--- src/rtl/gray_ptr_fifo_pkg.sv ---
// Shared helpers for the gray-pointer FIFO.
//   b2g_converter / g2b_converter : binary <-> gray conversion on a pointer
//                                   up to PTR_MAX_W bits wide (zero-extend narrower values).
//   byte_swap                     : reverses the byte order of the low nbytes bytes of a word
//                                   (generalised form of a 32-bit endian reverse).
//   full_cmp_mask                 : mask with the top two bits of a w-bit gray pointer set;
//                                   XORing a gray read pointer with it gives the "full" pattern.
package gray_ptr_fifo_pkg;

    localparam int PTR_MAX_W  = 9;     // DEPTH_LOG2 max 8, plus one wrap bit
    localparam int MAX_DATA_W = 1024;  // widest word byte_swap handles

    function automatic logic [PTR_MAX_W-1:0] b2g_converter(input logic [PTR_MAX_W-1:0] bin);
        return bin ^ (bin >> 1);
    endfunction

    function automatic logic [PTR_MAX_W-1:0] g2b_converter(input logic [PTR_MAX_W-1:0] gray);
        logic [PTR_MAX_W-1:0] bin;
        bin[PTR_MAX_W-1] = gray[PTR_MAX_W-1];
        for (int i = PTR_MAX_W - 2; i >= 0; i--) begin
            bin[i] = bin[i+1] ^ gray[i];
        end
        return bin;
    endfunction

    function automatic logic [MAX_DATA_W-1:0] byte_swap(input logic [MAX_DATA_W-1:0] d,
                                                        input int nbytes);
        logic [MAX_DATA_W-1:0] r;
        r = '0;
        for (int k = 0; k < MAX_DATA_W / 8; k++) begin
            if (k < nbytes) begin
                r[k*8 +: 8] = d[(nbytes-1-k)*8 +: 8];
            end
        end
        return r;
    endfunction

    function automatic logic [PTR_MAX_W-1:0] full_cmp_mask(input int w);
        logic [PTR_MAX_W-1:0] m;
        m = '0;
        m[w-1] = 1'b1;
        m[w-2] = 1'b1;
        return m;
    endfunction

endpackage

--- src/rtl/gray_ptr_fifo_gray_ptr.sv ---
// gray_ptr: W-bit wrapping pointer kept in both binary and gray form.
//   clk, reset_n : clock, asynchronous active-low reset
//   clr          : synchronous clear to zero (wins over inc)
//   inc          : advance the pointer by one, wrapping modulo 2**W
//   bin, gray    : registered binary and gray values; gray is computed from the
//                  next binary value so both update on the same edge.
module gray_ptr
    import gray_ptr_fifo_pkg::*;
#(
    parameter int W = 5
) (
    input  logic         clk,
    input  logic         reset_n,
    input  logic         clr,
    input  logic         inc,
    output logic [W-1:0] bin,
    output logic [W-1:0] gray
);

    if (W < 2 || W > PTR_MAX_W) begin : g_bad_w
        $error("gray_ptr: W must be in 2..%0d", PTR_MAX_W);
    end

    logic [W-1:0] bin_q, bin_d;
    logic [W-1:0] gray_q, gray_d;

    always_comb begin
        bin_d = bin_q;
        if (clr) begin
            bin_d = '0;
        end else if (inc) begin
            bin_d = bin_q + W'(1);
        end
        gray_d = W'(b2g_converter(PTR_MAX_W'(bin_d)));
    end

    always_ff @(posedge clk or negedge reset_n) begin
        if (!reset_n) begin
            bin_q  <= '0;
            gray_q <= '0;
        end else begin
            bin_q  <= bin_d;
            gray_q <= gray_d;
        end
    end

    assign bin  = bin_q;
    assign gray = gray_q;

endmodule

--- src/rtl/gray_ptr_fifo.sv ---
// gray_ptr_fifo: single-clock first-word-fall-through FIFO with gray-coded pointers.
//   clk, reset_n          : clock, asynchronous active-low reset
//   flush                 : synchronous clear; beats any read/write in the same cycle
//   wr_valid/wr_ready/wr_data : write side; a word is taken when wr_valid && wr_ready at posedge
//   rd_valid/rd_ready/rd_data : read side; head word is consumed when rd_valid && rd_ready at posedge
//   level                 : stored word count, 0..2**DEPTH_LOG2
//   almost_full           : level >= AFULL_THRESH (registered)
//   wr_ptr_gray/rd_ptr_gray : gray pointers with wrap bit, exported for a later CDC split
// Handshake: valid and ready are independent; a transfer happens on any edge where both
// are high. wr_ready and rd_valid come only from registered pointers, never from the
// opposite handshake input, so there is no combinational path through the FIFO.
module gray_ptr_fifo
    import gray_ptr_fifo_pkg::*;
#(
    parameter int WIDTH        = 32,
    parameter int DEPTH_LOG2   = 4,
    parameter int AFULL_THRESH = 12,
    parameter int SWAP_BYTES   = 0
) (
    input  logic                  clk,
    input  logic                  reset_n,
    input  logic                  flush,
    input  logic                  wr_valid,
    output logic                  wr_ready,
    input  logic [WIDTH-1:0]      wr_data,
    output logic                  rd_valid,
    input  logic                  rd_ready,
    output logic [WIDTH-1:0]      rd_data,
    output logic [DEPTH_LOG2:0]   level,
    output logic                  almost_full,
    output logic [DEPTH_LOG2:0]   wr_ptr_gray,
    output logic [DEPTH_LOG2:0]   rd_ptr_gray
);

    localparam int AW    = DEPTH_LOG2 + 1;
    localparam int DEPTH = 1 << DEPTH_LOG2;

    if (DEPTH_LOG2 < 1 || DEPTH_LOG2 > 8) begin : g_bad_depth
        $error("gray_ptr_fifo: DEPTH_LOG2 must be in 1..8");
    end
    if (AFULL_THRESH < 1 || AFULL_THRESH > DEPTH) begin : g_bad_thresh
        $error("gray_ptr_fifo: AFULL_THRESH must be in 1..2**DEPTH_LOG2");
    end
    if (SWAP_BYTES != 0 && SWAP_BYTES != 1) begin : g_bad_swap
        $error("gray_ptr_fifo: SWAP_BYTES must be 0 or 1");
    end
    if (SWAP_BYTES == 1 && ((WIDTH % 8) != 0 || WIDTH > MAX_DATA_W)) begin : g_bad_width
        $error("gray_ptr_fifo: WIDTH must be a multiple of 8 (max %0d) when SWAP_BYTES=1",
               MAX_DATA_W);
    end

    localparam logic [AW-1:0] FULL_MASK = AW'(full_cmp_mask(AW));
    localparam logic [AW-1:0] AFULL_LVL = AW'(AFULL_THRESH);

    logic [WIDTH-1:0] mem_q [DEPTH];

    logic [AW-1:0] wr_bin, wr_gray, rd_bin, rd_gray;
    logic [AW-1:0] wr_bin_nxt, rd_bin_nxt;
    logic [AW-1:0] level_q, level_d;
    logic          afull_q, afull_d;
    logic          full, empty, wr_en, rd_en;

    // Full: write pointer is exactly one lap ahead, which in gray form means the
    // top two bits differ and the rest match.
    assign empty = (wr_gray == rd_gray);
    assign full  = (wr_gray == (rd_gray ^ FULL_MASK));

    assign wr_en = wr_valid && !full  && !flush;
    assign rd_en = rd_ready && !empty && !flush;

    gray_ptr #(.W(AW)) u_wr_ptr (
        .clk     (clk),
        .reset_n (reset_n),
        .clr     (flush),
        .inc     (wr_en),
        .bin     (wr_bin),
        .gray    (wr_gray)
    );

    gray_ptr #(.W(AW)) u_rd_ptr (
        .clk     (clk),
        .reset_n (reset_n),
        .clr     (flush),
        .inc     (rd_en),
        .bin     (rd_bin),
        .gray    (rd_gray)
    );

    // Mirror the pointers' next values so level and almost_full land on the same edge.
    always_comb begin
        wr_bin_nxt = flush ? '0 : wr_bin + AW'(wr_en);
        rd_bin_nxt = flush ? '0 : rd_bin + AW'(rd_en);
        level_d    = wr_bin_nxt - rd_bin_nxt;
        afull_d    = (level_d >= AFULL_LVL);
    end

    always_ff @(posedge clk or negedge reset_n) begin
        if (!reset_n) begin
            level_q <= '0;
            afull_q <= 1'b0;
        end else begin
            level_q <= level_d;
            afull_q <= afull_d;
        end
    end

    // Storage is intentionally not reset.
    always_ff @(posedge clk) begin
        if (wr_en) begin
            mem_q[wr_bin[DEPTH_LOG2-1:0]] <= wr_data;
        end
    end

    logic [WIDTH-1:0] head_word;
    assign head_word = mem_q[rd_bin[DEPTH_LOG2-1:0]];

    if (SWAP_BYTES == 1) begin : g_swap
        assign rd_data = WIDTH'(byte_swap(MAX_DATA_W'(head_word), WIDTH / 8));
    end else begin : g_noswap
        assign rd_data = head_word;
    end

    assign wr_ready    = !full;
    assign rd_valid    = !empty;
    assign level       = level_q;
    assign almost_full = afull_q;
    assign wr_ptr_gray = wr_gray;
    assign rd_ptr_gray = rd_gray;

endmodule

--- config.mk ---
export PLATFORM = sky130hd
export DESIGN_NAME = gray_ptr_fifo
export DESIGN_NICKNAME = d
export VERILOG_FILES = /design/src/rtl/gray_ptr_fifo_pkg.sv /design/src/rtl/gray_ptr_fifo_gray_ptr.sv /design/src/rtl/gray_ptr_fifo.sv
export SDC_FILE = /design/constraint.sdc
export NUM_CORES = 1
export LEC_CHECK = 0
export BUFFER_PORTS_ARGS = -buffer_cell sky130_fd_sc_hd__buf_2
export CORE_ASPECT_RATIO = 2
export CORE_MARGIN = 8
export CORE_UTILIZATION = 55
export CTS_CLUSTER_SIZE = 12
export DETAILED_ROUTE_END_ITERATION = 12
export GPL_TIMING_DRIVEN = 0
export HOLD_SLACK_MARGIN = 0.06
export PLACE_DENSITY = 0.79
export SLEW_MARGIN = 5
export SYNTH_ARGS = -nofsm -noshare
export SYNTH_HDL_FRONTEND = slang
export SYNTH_SLANG_ARGS = --single-unit
--- constraint.sdc ---
create_clock -name clk -period 4.7 [get_ports clk]
set_clock_uncertainty 0.1 [all_clocks]
set_input_delay 0.94 -clock clk [delete_from_list [all_inputs] [get_ports clk]]
set_output_delay 0.94 -clock clk [all_outputs]
set_load 0.01 [all_outputs]
==> reports/metrics.csv <==
stage,metric,value,unit
worst_setup_path,path_cells,buf_2 > buf_1 > mux4_2 > a211oi_1 > a21oi_1 > buf_2,
placed_design,io_buffers,85,
global_route,grt_first_pass_wirelength,70000,um
logic_synthesis,synth-xor-area-share,1.25,%
worst_setup_path,crit_type,reg2out,
layout,syn2layout_area_growth,13.5,%
detailed_routing,num_vias,10300,
timing,hold_viol,0,
clock_tree,clock_latency,0.57,ns
timing,worst_slew_pin_slew,1.02,ns
logic_synthesis,synthTopCellsByArea,"edfxtp_1 73%, mux4_2 14%, dfrtp_1 2.9%",
pwr,powerDensity,399,mW/mm2
timing,fmax,239,MHz
detailed_routing,wirelength,46900,um
worst_setup_path,timing.rr.end,almost_full,
clock_tree,cts_setup_buffers,0,
logic_synthesis,synth_compound_area_share,2.45,%
detailed_routing,viasPerCell,6.38,
worst_setup_path,reg2reg_slack,1.40,ns
clock_tree,cts_tree,built,
global_route,grt_usage,21.2,%
placed_design,dp_slack,0.608,ns
die,rows,101,
logic_synthesis,yosysUniqueCellTypes,35,
logic_synthesis,syn_area,0.0210,mm2
logic_synthesis,yosys.area_share.adder,0.871,%
die,die_h,292,um
die,core_area,0.0378,mm2
logic_synthesis,yosysTopAreaCell,edfxtp_1,
worst_setup_path,cp.arrival,3.15,ns
logic_synthesis,synth_top_area_share,73.3,%
pwr,peakVddDrop,239,uV
job,maxCapViolations,0,
layout,fin_util,63.0,%
global_route,grt_pass1_vias,11300,
worst_setup_path,reg2reg_depth,13,
layout,n_fill_cell,2432,
min_path,min_path_type,in2async,
logic_synthesis,synthArstFlopShare,4.48,%
logic_synthesis,netlist_instances,973,
clock_tree,cts_made_buffers,50,
clock_tree,cts.path.max_buffers,3,
logic_synthesis,synth.area.mux_share,15.5,%
worst_setup_path,start_kind,register,
logic_synthesis,ys_ff_latch,536,
timing,max-slew-margin-rel,31.8,%
global_route,overflow,0,
global_route,antenna_found_initial,2,
clock_tree,h-tree-depth,2,
logic_synthesis,syn-num-nets,1024,
clock_tree,cts_resized,0,
pwr,power.static_leakage,7.64,nW
layout,final_nets,1186,
logic_synthesis,synth_simple_gate_area_share,2.39,%
placed_design,place_congestion,0.781,
clock_tree,cts.hold.buffers_added,0,
detailed_routing,drc_errors,0,
logic_synthesis,synth_top_family_by_area,multiplexers,
logic_synthesis,ys.flop_type,edfxtp_1,
detailed_routing,drtAntennaViolNets,0,
timing,fin_ws,0.515,ns
timing,period_share,89.1,%
die,ios,87,
worst_setup_path,crit_path_top_delay_cell,buf_1,
worst_setup_path,critical_path.max_stage_delay,0.63,ns
die,dieWidth,154,um
timing,period_needed,4.19,ns
logic_synthesis,yosys_warnings,0,
timing,slew_violations,0,
worst_setup_path,path_max_fanout,10,
detailed_routing,first_iter_violations,918,
timing,hold_ws,0.248,ns
timing,rsz0062_at_grt,false,
worst_setup_path,cp_common_cell,buf_2,
clock_tree,cts_root_buf,clkbuf_16,
logic_synthesis,synth_edf_count,512,
die,start_util,55.5,%
clock_tree,cts.sinks,536,
layout,drive_above_1_share,29.8,%
die,dieArea,0.0450,mm2
timing,setup_tns,0,ns
worst_setup_path,crit-reg2reg-launch,u_wr_ptr.bin[4],
detailed_routing,drt_pass1_iterations,5,
detailed_routing,wl_per_cell,29.1,um
placed_design,dpl.hpwl,30600,um
global_route,grt_max_degree,25,
logic_synthesis,avgSynthCellArea,21.6,um2
worst_setup_path,critPathRequiredTime,3.66,ns
worst_setup_path,endpoint_kind,output pin,
run_status,status,finished clean,
clock_tree,clk_pin_slew,0.06,ns
timing,setup_viol,0,
worst_setup_path,critPathBufInv,3,
logic_synthesis,yosysSeqAreaShare,76.2,%
worst_setup_path,crit_family,buffers and inverters,
==> state kept, by name, indices dropped and copies added (netlist names) <==
signal / flops
level: 5
almost_full: 1
u_wr_ptr.gray: 4
u_wr_ptr.bin: 5
u_rd_ptr.gray: 4
u_rd_ptr.bin: 5
mem_q: 512
==> how the worst max path moves through the flow <==
stage	start	end	cells past startpoint	slack, ns
after global placement	wr_valid	mem_q[2][15]	4	-2.12
after global routing	u_rd_ptr.bin[2]	rd_data[12]	6	0.45
after detailed placement	flush	almost_full	13	0.61
after CTS	u_rd_ptr.bin[2]	rd_data[12]	6	0.46
after floorplan	flush	mem_q[2][0]	3	0.33
final	u_rd_ptr.bin[2]	rd_data[12]	6	0.51
==> final cells by class <==
| class | count | area, um2 | area share (%) |
|---|---|---|---|
| diodes | 1 | 2.50 | 0.0105 |
| plain buffers | 53 | 274 | 1.15 |
| flip-flops and latches | 536 | 16000 | 67.1 |
| inverters | 6 | 22.5 | 0.0946 |
| well taps | 463 | 579 | 2.43 |
| clock inverters | 1 | 8.76 | 0.0368 |
| multi-input cells | 378 | 4810 | 20.2 |
| repair buffers | 110 | 823 | 3.46 |
| clock buffers | 62 | 1320 | 5.53 |
==> synth_stat cells (2+ instances only) <==
library cell,instances
a211oi_1,32
mux4_2,128
nand2_1,5
inv_1,6
buf_4,7
buf_2,15
clkbuf_1,23
nand3_1,5
nor3_1,4
or2_2,2
and3_1,3
nor2b_1,34
edfxtp_1,512
a21o_1,4
nor2_1,29
xor2_1,17
o211ai_1,4
ha_1,13
xnor2_1,11
nand2b_1,7
a21oi_1,34
dfrtp_1,24
mux2i_1,36
buf_1,4
buf_6,4
==> cell usage in the layout (no fill, tap or decap), types with 7 or more instances in the layout <==
| master | instances |
|---|---|
| a211oi_1 | 32 |
| a21oi_1 | 34 |
| buf_2 | 100 |
| buf_4 | 17 |
| clkbuf_1 | 34 |
| clkbuf_16 | 51 |
| dfrtp_1 | 24 |
| edfxtp_1 | 512 |
| ha_1 | 13 |
| mux2i_1 | 36 |
| mux4_2 | 128 |
| nand2b_1 | 7 |
| nor2_1 | 17 |
| nor2_4 | 12 |
| nor2b_1 | 34 |
| xnor2_1 | 11 |
| xor2_1 | 17 |
==> cells by family (layout without fill, tap and decap cells) <==
| kind of cell | count (synthesis) | after routing |
|---|---|---|
| xor gates and xnor gates | 29 | 29 |
| muxes | 164 | 164 |
| other | 0 | 1 |
| adders and majority gates | 14 | 14 |
| DFF | 536 | 536 |
| and+or+nand+nor | 93 | 93 |
| AOI/OAI and AO/OA | 78 | 78 |
| buffers and inverters | 59 | 232 |
==> stage by stage <==
stage	instances	instance area (um2)	total power [W]
2_1_floorplan	973	21000	0.00582
3_3_place_gp	1521	22000	0.00606
3_5_place_dp	1546	22500	0.00608
4_1_cts	1609	23800	0.00954
5_1_grt	1610	23800	0.00973
6_report	1610	23800	0.00950
==> worst register-to-register path, delay by kind of cell (launching register included) <==
kind | cells | cell delay, ns
buffers and inverters | 1 | 0.06
and+or+nand+nor | 3 | 0.52
DFF | 1 | 0.42
adders and majority gates | 3 | 0.96
xor gates and xnor gates | 2 | 0.37
AOI/OAI and AO/OA | 4 | 0.76
==> report_power, final <==
| part | switching (W) | internal, W | total [W] |
|---|---|---|---|
| clock network | 0.00159 | 0.00194 | 0.00353 |
| registers | 0.0000185 | 0.00527 | 0.00529 |
| logic | 0.000378 | 0.000304 | 0.000682 |
==> per-layer routing <==
layer	vias up	routed length, um	global-route usage (%)
met2	439	26600	40.0
met5	-	13	0
met4	2	1950	9.82
met3	115	2480	3.11
li1	4299	-	-
met1	5419	15900	22.7
No activity file was read; power rests on OpenSTA's default activity.
